`src/rtl/sram_arb_ctrl.sv`:
```
// Round-robin arbiter and sequencer for a single-port SRAM. A grant lasts one cycle and read data follows one cycle later.
// Requests stay pending until they are granted. Optional MEM_CLEAR_EN zeroes the whole array after reset while busy holds requests off.
module sram_arb_ctrl #(
  parameter int AW = 2,
  parameter int DW = 1
) (
  input  logic          clk,
  input  logic          rst_n,
  input  logic          req0,
  input  logic          we0,
  input  logic [AW-1:0] addr0,
  input  logic [DW-1:0] wdata0,
  output logic          gnt0,
  output logic          rvalid0,
  output logic [DW-1:0] rdata0,
  input  logic          req1,
  input  logic          we1,
  input  logic [AW-1:0] addr1,
  input  logic [DW-1:0] wdata1,
  output logic          gnt1,
  output logic          rvalid1,
  output logic [DW-1:0] rdata1,
  output logic          mem_en,
  output logic          mem_we,
  output logic [AW-1:0] mem_addr,
  output logic [DW-1:0] mem_wdata,
  input  logic [DW-1:0] mem_rdata,
  output logic          busy
);

  typedef struct packed {
    logic          who;
    logic          we;
    logic [AW-1:0] addr;
    logic [DW-1:0] wdata;
  } acc_t;

`ifdef MEM_CLEAR_EN
  typedef enum logic [1:0] {S_IDLE, S_ACCESS, S_CLEAR} state_t;
  localparam state_t RST_STATE = S_CLEAR;
  localparam logic   RST_BUSY  = 1'b1;
`else
  typedef enum logic [1:0] {S_IDLE, S_ACCESS} state_t;
  localparam state_t RST_STATE = S_IDLE;
  localparam logic   RST_BUSY  = 1'b0;
`endif

  state_t state, nxt_state;
  acc_t   acc, nxt_acc;
  logic   last_gnt, nxt_last_gnt;
  logic   win;
  logic   grant_now;
  logic   rd_done;

`ifdef MEM_CLEAR_EN
  logic [AW-1:0] clr_cnt;

  always_ff @(posedge clk) begin
    if (!rst_n)
      clr_cnt <= '0;
    else if (state == S_CLEAR)
      clr_cnt <= clr_cnt + 1'b1;
  end
`endif

  always_ff @(posedge clk) begin
    if (!rst_n) begin
      state    <= RST_STATE;
      acc      <= '0;
      last_gnt <= 1'b1;
    end else begin
      state    <= nxt_state;
      acc      <= nxt_acc;
      last_gnt <= nxt_last_gnt;
    end
  end

  always_comb begin
    nxt_state    = state;
    nxt_acc      = acc;
    nxt_last_gnt = last_gnt;
    win          = 1'b0;
    grant_now    = 1'b0;
    rd_done      = 1'b0;
    // on a tie, the requester that was not granted last time wins
    if (req0 && req1)
      win = ~last_gnt;
    else
      win = req1;
    case (state)
      S_IDLE: begin
        if (req0 || req1) begin
          grant_now    = 1'b1;
          nxt_state    = S_ACCESS;
          nxt_last_gnt = win;
          if (win)
            nxt_acc = '{who: 1'b1, we: we1, addr: addr1, wdata: wdata1};
          else
            nxt_acc = '{who: 1'b0, we: we0, addr: addr0, wdata: wdata0};
        end
      end
      S_ACCESS: begin
        rd_done   = ~acc.we;
        nxt_state = S_IDLE;
      end
`ifdef MEM_CLEAR_EN
      S_CLEAR: begin
        if (clr_cnt == {AW{1'b1}})
          nxt_state = S_IDLE;
      end
`endif
      default: nxt_state = S_IDLE;
    endcase
  end

  // memory bus depends only on registered state, never on the req inputs
  always_comb begin
    mem_en    = 1'b0;
    mem_we    = 1'b0;
    mem_addr  = '0;
    mem_wdata = '0;
    case (state)
      S_ACCESS: begin
        mem_en    = 1'b1;
        mem_we    = acc.we;
        mem_addr  = acc.addr;
        mem_wdata = acc.wdata;
      end
`ifdef MEM_CLEAR_EN
      // held quiet while reset is still asserted so the macro sees no strobe during reset
      S_CLEAR: begin
        mem_en   = rst_n;
        mem_we   = rst_n;
        mem_addr = rst_n ? clr_cnt : '0;
      end
`endif
      default: ;
    endcase
  end

  always_ff @(posedge clk) begin
    if (!rst_n) begin
      gnt0    <= 1'b0;
      gnt1    <= 1'b0;
      rvalid0 <= 1'b0;
      rvalid1 <= 1'b0;
      rdata0  <= '0;
      rdata1  <= '0;
      busy    <= RST_BUSY;
    end else begin
      gnt0    <= grant_now & ~win;
      gnt1    <= grant_now & win;
      rvalid0 <= rd_done & ~acc.who;
      rvalid1 <= rd_done & acc.who;
      if (rd_done && !acc.who)
        rdata0 <= mem_rdata;
      if (rd_done && acc.who)
        rdata1 <= mem_rdata;
      busy    <= (nxt_state != S_IDLE);
    end
  end

endmodule
```
`config.mk`:
```
export PLATFORM = sky130hd
export DESIGN_NAME = sram_arb_ctrl
export DESIGN_NICKNAME = d
export VERILOG_FILES = /design/src/rtl/sram_arb_ctrl.sv
export SDC_FILE = /design/constraint.sdc
export NUM_CORES = 1
export LEC_CHECK = 0
export ABC_AREA = 1
export ABC_CLOCK_PERIOD_IN_PS = 1000
export BUFFER_PORTS_ARGS = -buffer_cell sky130_fd_sc_hd__buf_2
export CAP_MARGIN = 20
export CORE_UTILIZATION = 44
export DETAILED_ROUTE_END_ITERATION = 12
export PLACE_DENSITY_LB_ADDON = 0.1
export SKIP_LAST_GASP = 1
export SYNTH_ARGS = -nofsm -noshare
export SYNTH_HDL_FRONTEND = slang
export SYNTH_SLANG_ARGS = --single-unit
```
`constraint.sdc`:
```
create_clock -name clk -period 1 [get_ports clk]
set_input_delay 0.05 -clock clk [delete_from_list [all_inputs] [get_ports clk]]
set_output_delay 0.05 -clock clk [all_outputs]
set_load 0.005 [all_outputs]
```
==> Word level (Yosys, flattened, before mapping) <==
Index checks and enable logic that the tools add are counted.
{ "totals": {"reg_bits": 15, "inputBits": 13, "elab_cells": 41, "output_inout_bits": 12} }
{ "op_classes": {"muxes": 11, "bitwise": 8, "n_reduce_logical": 8, "n_eq_ne": 1} }
{ "op_table": {"columns": ["op", "n"], "rows": [
  ["two-way mux 1 bit", 7],
  ["two-way mux 2 bit", 3],
  ["two-way mux 5 bit", 1],
  ["bitwise AND 1 bit", 4],
  ["inverter 1 bit", 4],
  ["logical AND 1 bit", 3],
  ["== test 2 x 1 -> 1 bit (second input constant)", 1],
  ["zero test 2 bit", 1],
  ["AND reduction 2 bit", 1],
  ["nonzero test 2 bit", 1],
  ["zero test 1 bit", 1],
  ["logical OR 1 bit", 1]
]} }

==> Longest topological paths before layout <==
Gate-level depths: netlist of run 1.
{ "logic_depth": {"ltp_word": 4, "ltp_mapped": 7, "ltp_nobuf": 7} }

==> Worst setup path before layout of run 1 <==
No wires, ideal clock.
{ "synth_timing": {"path_kind": "register to register", "startpoint": "register last_gnt", "endpoint": "register acc[1] (netlist name)", "t_arrival_ns": 0.774, "synth_period_minus_slack_ns": 0.891, "path_buffers": 0, "required_ns": 0.883, "setup_ns": 0.117, "path_stages_with_launch": 8, "setup_slack_ns": 0.109, "path_cell_list": "dfxtp_1 nand2_1 nand2_1 inv_2 nand2_1 nand2_1 nor2_1 nor2_1"} }
{ "synth_via": {"elab_chain_len": 3} }
{ "synth_rtl": {"columns": ["item", "line_no", "text"], "rows": [
  ["from (decl)", "50", "logic last_gnt, nxt_last_gnt;"],
  ["from (signal assigned)", "74", "last_gnt <= nxt_last_gnt;"],
  ["inverter 1 bit", "87", "win = ~last_gnt;"],
  ["two-way mux 1 bit", "86", "if (req0 && req1)"],
  ["two-way mux 5 bit", "96", "if (win)"],
  ["to (signal assigned)", "73", "acc <= nxt_acc;"],
  ["to (decl)", "49", "acc_t acc, nxt_acc;"]
]} }
Every way passes these cells.
A chain may end at the register's enable or synchronous reset.

==> Worst setup path after layout of run 1 <==
{ "layout_timing": {"startpoint": "register state[0]", "endpoint": "output mem_we"} }
{ "layout_via": {"elab_chain_len": 2} }
{ "layout_rtl": {"columns": ["item", "line_no", "text"], "rows": [
  ["from (decl)", "48", "state_t state, nxt_state;"],
  ["from (signal assigned)", "72", "state <= nxt_state;"],
  ["== test 2 x 1 -> 1 bit", "122", "case (state)"],
  ["two-way mux 1 bit", "122", null],
  ["to (decl)", "24", "output logic mem_we,"]
]} }
Every way passes these cells.

==> impl_summary.txt, run 1 <==
----------------------------------------------------
[STA]
  Maximum achievable frequency ... 941 MHz
  Post-route clock skew ... 0.00228 ns
  Final hold vios ... 0
  Final WS setup ... -0.0627 ns
  Final worst path period share ... 106%
  Max Slew Vio Count ... 0
  Crit path time final ... 1.06 ns
  Sum of negative setup slack ... -0.321 ns
  RSZ-0062 raised after global routing ... true
  Setup violators final ... 9

[Floorplanning]
  Die Area ... 0.00155 mm^2
  Area inside the core boundary ... 0.00130 mm^2
  Die W ... 39.4 um
  I/O pin cnt ... 25
  Vertical extent of the die ... 39.4 um
  Initial Util ... 47.2%
  Number of rows created at floorplan ... 13

[Synthesis]
  Combined area of all synthesized cells ... 614 um^2
  Leading post-synthesis cells by instance count ... inv_1, dfxtp_1, nand2_1, nor2_1, nand3_1
  Synth area leaders ... dfxtp_1, inv_1, nand2_1
  Share of Yosys cell area claimed by the top area cell type ... 48.9%
  Share of synthesized cell area in full adder, half adder and majority cells ... 0%
  Mux share of post-synthesis cell area ... 0%
  Dominant combinational cell family by area after synthesis ... simple AND/OR/NAND/NOR gates
  FF+latch count, synth ... 15
  Library cell with the largest summed area after synthesis ... dfxtp_1
  Average cell area after synthesis ... 7.23 um^2
  Post-synthesis async set-or-reset flop share ... 0%
  Synth Instances ... 85
  Main synth FF type ... dfxtp_1
  Number of enable-type register cells in the synthesized netlist ... 0
  Yosys warning count ... 0
  Sequential fraction of the synthesis area ... 48.9%
  Basic-gate share of the synthesized area counting and, or, nand and nor cells ... 32.4%
  Mapped Nets ... 98
  Compound-Gate Fraction of Synth Area ... 6.31%
  Parity-gate share of the synthesized area counting xor and xnor cells ... 0%
  Most common cell in the synthesized netlist ... inv_1
  Post-synth cell types ... 16

[Placed design]
  Dpl cells ... 124
  Last weighted congestion value of the routability-driven placer ... 0.735
  Quantity of I/O buffers inserted on ports ... 24
  Hpwl dp ... 853 um
  DP Area ... 756 um^2

[Setup path]
  Data required, critical path ... 0.95 ns
  Cell with the largest stage delay on the worst path ... dfxtp_2
  Top fanout value on the critical path ... 4
  Cell chain of the critical path ... inv_2 > nor2_4 > inv_2 > nor2_1 > buf_2
  WS Path Type ... reg2out
  Critical path arrival ... 1.01 ns
  Crit path launch type ... flip-flop
  Endpoint class of the critical path ... output port
  Dominant cell type by count on the critical path ... inv_2
  Max stage delay on crit path ... 0.34 ns

[Drt]
  Remaining antenna violation count after routing ... 0
  Post-DR vias/cell ... 4.58
  DRC Markers ... 2
  Vias after detailed routing ... 595
  Average routed wire per standard cell ... 8.82 um
  Count of routing violations after the opening detailed-route iteration ... 10
  Final WL ... 1150 um
  1st-pass router iterations ... 8

[Layout]
  Biggest register ... acc
  Final cell area excluding filler cells ... 836 um^2
  Layout cells sized above 1 ... 41.7%
  Antenna diodes ... 0
  Number of nets in the layout ... 129
  Count of non-filler cells in the finished layout ... 130
  Largest registers ... acc x5, state x2
  Synthesis-to-layout area growth ... 36.0%
  Flip-flop count of the largest register, all copies and words added ... 5
  Layout filler cell count ... 139

[Clock network]
  Clock tree from TritonCTS ... done
  H-Tree Level Count ... 1
  Clock transition at the registers of the reported paths ... 0.09 ns
  Sink Count ... 15
  Buffer cell driving the clock tree root ... clkbuf_4
  Clock latency of the later-clocked register in the worst-skew pair ... 0.28 ns
  Clock buffers created by TritonCTS ... 3
  Buffer depth of the longest clock path ... 2

[Global routing]
  Vias in the first global route ... 475
  Overflow left after global routing ... 0
  Top Usage Layer GRT ... met2
  Number of antenna violations at the first check in global routing ... 0
  GRT met3 Usage ... 5.11%
  Largest net degree at the start of global routing ... 13
  Met2 layer usage reported by global route ... 30.0%
  GRT Total Usage ... 18.8%
  Met1 Use GR ... 22.6%
  First-pass GRT wire length ... 1940 um

[Flow run]
  Max capacitance violation total ... 0

[Power]
  Power per cell area ... 1380 mW/mm^2
  Max rail drop VDD ... 803 uV
  LEAKAGE ... 0.425 nW

[Run status]
  Violated checks ... DRC, setup timing
  Result of the run ... complete, but fails checks

[Hold path]
  Kind of path behind the tightest hold check ... in2reg

----------------------------------------------------
## critical path, delay by kind of cell, from the launching register on
kind          cells  cell delay [ns]
flops             1             0.34
buf+inv           3             0.21
simple gates      2             0.18
## layout by cell type, fill, tap and decap left out, types with 3 or more instances in the layout
cell      synthesis  routed
buf_2             1      24
nand2_2           1       5
dfxtp_1          15      13
a21oi_1           5       4
nand2_1          15      11
nand3_1           9       8
inv_1            16      14
nor2_1           12      12
clkbuf_4          0       3
inv_2             2       3
## per-layer routing
metal	wire length [um]	part of all wire [%]	up-vias
met5	0	0	-
met4	27	2.4	0
met3	45	3.9	4
met2	546	48	22
met1	529	46	251
li1	-	-	318
## path summary, 6_finish.rpt
| path | end | cells past startpoint | start | slack, ns |
|---|---|---|---|---|
| min | rdata0$_SDFFE_PN0P_ | 3 | mem_rdata | 0.05 |
| max | mem_we | 5 | state[0]$_SDFF_PN0_ | -0.06 |
| max reg2reg | acc[3]$_SDFFE_PN0N_ | 6 | state[0]$_SDFF_PN0_ | -0.03 |
| min reg2reg | rdata1$_SDFFE_PN0P_ | 2 | rdata1$_SDFFE_PN0P_ | 0.46 |
## where the power goes
part	switching, mW	total, mW	leakage (nW)	internal, mW
Combinational	0.0996	0.171	0.284	0.0715
Sequential	0.0152	0.642	0.123	0.627
Clock	0.194	0.342	0.0177	0.148
Total	0.308	1.16	0.425	0.847
## cells by family (layout without fill, tap and decap cells)
family                 after synthesis  after routing
and+or+nand+nor                     43             43
DFF                                 15             15
buffers and inverters               19             49
other                                1              1
AOI/OAI and AO/OA                    7              7
## layout make-up
cell class              count  area, um^2  share of cell area, %
flip-flops and latches     15         303                   36.2
clock inverters             1        5.00                  0.599
repair buffers             27         145                   17.4
multi-input cells          51         272                   32.5
clock buffers               3        22.5                   2.69
well taps                  15        18.8                   2.25
inverters                  18        70.1                   8.38
## metrics by stage
stage / utilization, % / worst slack, ns / hold WS, ns / power [mW]
2_1_floorplan: - / 0.109 / 0.135 / 0.744
3_3_place_gp: 58.1 / 0.0304 / 0.264 / 0.800
3_5_place_dp: 58.1 / -0.00587 / 0.272 / 0.802
4_1_cts: 62.5 / -0.0752 / 0.0459 / 1.15
5_1_grt: 64.2 / -0.154 / 0.0410 / 1.22
6_report: 64.2 / -0.0627 / 0.0466 / 1.16
## what timing repair did
item | CTS | global route
pin swaps | 2 | 5
hold buffers | 1 | 0
setup buffers | 1 | 0
hold endpoints to repair | 1 | 0
gates resized for setup | 7 | 6
endpoints found under the setup margin | 9 | 16
Note: power is estimated with default switching activity, not from simulation.
==> run 2, diff against run 1 <==
- ABC_CLOCK_PERIOD_IN_PS: 1000 -> 920
- CORE_UTILIZATION: 44 -> 40
- clock period: 1 -> 0.92 ns (I/O delays scaled with it)
==> run 2 against run 1 <==
Compared with the run above:
- the flow finishes with violations (setup timing)
- non-clock buffer count stayed put
- critical path depth stayed put
- final cell count stayed put
- utilization is 4.5 points lower
- power is 6.4% higher
- critical endpoint unchanged
- largest cell class unchanged
==> impl_summary.txt, run 2 (synthesis gave the netlist of run 1 again) <==
----------------------------------------------------
[Run status]
  Result of the run ... complete, but fails checks
  Violated checks ... setup timing

[Floorplanning]
  Die Area ... 0.00170 mm^2
  Area inside the core boundary ... 0.00137 mm^2
  Number of rows created at floorplan ... 13
  Vertical extent of the die ... 41.2 um
  I/O pin cnt ... 25
  Die W ... 41.2 um
  Initial Util ... 45.0%

[Power]
  Power per cell area ... 1510 mW/mm^2
  LEAKAGE ... 0.422 nW
  Max rail drop VDD ... 942 uV

[Layout]
  Synthesis-to-layout area growth ... 32.8%
  Core Util, Final ... 59.7%
  Final cell area excluding filler cells ... 816 um^2
  Biggest register ... acc
  Flip-flop count of the largest register, all copies and words added ... 5
  Number of nets in the layout ... 129
  Register Area ... 303 um^2
  Most common cell after layout, fill and taps aside ... buf_2
  Top library cells by usage in the layout, fill and taps aside ... buf_2, inv_1, nand2_1, dfxtp_1, nor2_1
  Layout filler cell count ... 145
  Layout cells sized above 1 ... 38.3%
  Antenna diodes ... 0
  Area of the multi-input gates ... 251 um^2
  Largest registers ... acc x5, state x2

[STA]
  Crit path time final ... 1.03 ns
  Final hold vios ... 0
  Maximum achievable frequency ... 968 MHz
  Max Slew Vio Count ... 0
  Final worst path period share ... 112%
  Post-route clock skew ... 0.00635 ns
  Post-route worst hold slack ... 0.0345 ns
  Final WS setup ... -0.113 ns
  RSZ-0062 raised after global routing ... true
  Setup violators final ... 11

[Global routing]
  GRT Total Usage ... 17.3%
  First-pass GRT wire length ... 1880 um
  Number of antenna violations at the first check in global routing ... 0
  Overflow left after global routing ... 0
  Vias in the first global route ... 480
  Largest net degree at the start of global routing ... 13

[Hold path]
  Kind of path behind the tightest hold check ... in2reg
  Worst hold path startpoint ... rst_n

[Setup path]
  Crit path launch type ... flip-flop
  Endpoint class of the critical path ... output port
  WS Path Type ... reg2out
  FF-to-FF Start ... state[0]$_SDFF_PN0_
  Critical path arrival ... 0.99 ns
  Data required, critical path ... 0.87 ns
  Crit path launch ... state[0]$_SDFF_PN0_
  Top fanout value on the critical path ... 4

[Clock network]
  Clock buffers created by TritonCTS ... 3
  Buffer depth of the longest clock path ... 2
  Buffer cell driving the clock tree root ... clkbuf_4
  Clock transition at the registers of the reported paths ... 0.09 ns
  Clock latency of the later-clocked register in the worst-skew pair ... 0.27 ns
  Sink Count ... 15
  Clock tree from TritonCTS ... done
  H-Tree Level Count ... 1

[Drt]
  DRC Markers ... 0
  Post-DR vias/cell ... 4.36
  Remaining antenna violation count after routing ... 0
  Average routed wire per standard cell ... 8.67 um
  1st-pass router iterations ... 4
  Vias after detailed routing ... 567
  Final WL ... 1130 um
  Count of routing violations after the opening detailed-route iteration ... 5

[Placed design]
  Quantity of I/O buffers inserted on ports ... 24
  Last weighted congestion value of the routability-driven placer ... 0.737
  Hpwl dp ... 893 um
  DP Area ... 756 um^2

[Flow run]
  Max capacitance violation total ... 0

----------------------------------------------------
[run 2: worst max-delay path, cell delays in order, from the launching register on]
cell	delay, ns
dfxtp_2	0.33
inv_2	0.04
nor2_4	0.08
inv_2	0.06
nor2_1	0.09
buf_2	0.12
[run 2: where the power goes]
part	total (mW)	leakage (nW)	switching (mW)	internal, mW
sequential	0.697	0.123	0.0157	0.682
clock	0.358	0.0177	0.197	0.161
combinational	0.173	0.281	0.100	0.0733
total	1.23	0.422	0.313	0.916
[run 2: per-stage QoR]
stage | instances | power, mW | setup WS, ns | TNS, ns
final | 130 | 1.23 | -0.113 | -0.823
after detailed placement | 124 | 0.873 | -0.0820 | -0.434
after floorplan | 85 | 0.809 | 0.0286 | 0
after CTS | 130 | 1.24 | -0.143 | -1.33
after global placement | 124 | 0.871 | -0.0444 | -0.238
after global routing | 130 | 1.32 | -0.185 | -2.25
[run 2: metal layers]
| metal | global-route usage (%) | vias to the layer above | wire length, um |
|---|---|---|---|
| met1 | 21.1 | 230 | 529 |
| li1 | - | 318 | - |
| met2 | 28.1 | 17 | 519 |
| met5 | 0 | - | 0 |
| met4 | 9.68 | 0 | 17 |
| met3 | 3.26 | 2 | 61 |
[run 2: what timing repair did]
action	4_1_cts	5_1_grt
hold buffers	1	0
pin swaps	4	4
buffers inserted	1	0
hold endpoints to repair	1	0
gates resized for setup	6	2
setup endpoints to repair	15	17
[run 2: worst paths after layout]
check                     endpoint  slack (ns)  cells after the start
min reg2reg    rdata1$_SDFFE_PN0P_        0.47                      2
min            acc[1]$_SDFFE_PN0N_        0.03                      3
max                         mem_we       -0.11                      5
max reg2reg  last_gnt$_SDFFE_PN1N_       -0.08                      6
[run 2: cell type report]
class                           instances  area share (%)
Timing Repair Buffer                   27            17.8
Inverter                               18            8.59
Clock buffer                            3            2.76
Sequential cell                        15            37.1
Multi-Input combinational cell         51            30.8
Tap cell                               15            2.30
Clock inverter                          1           0.613
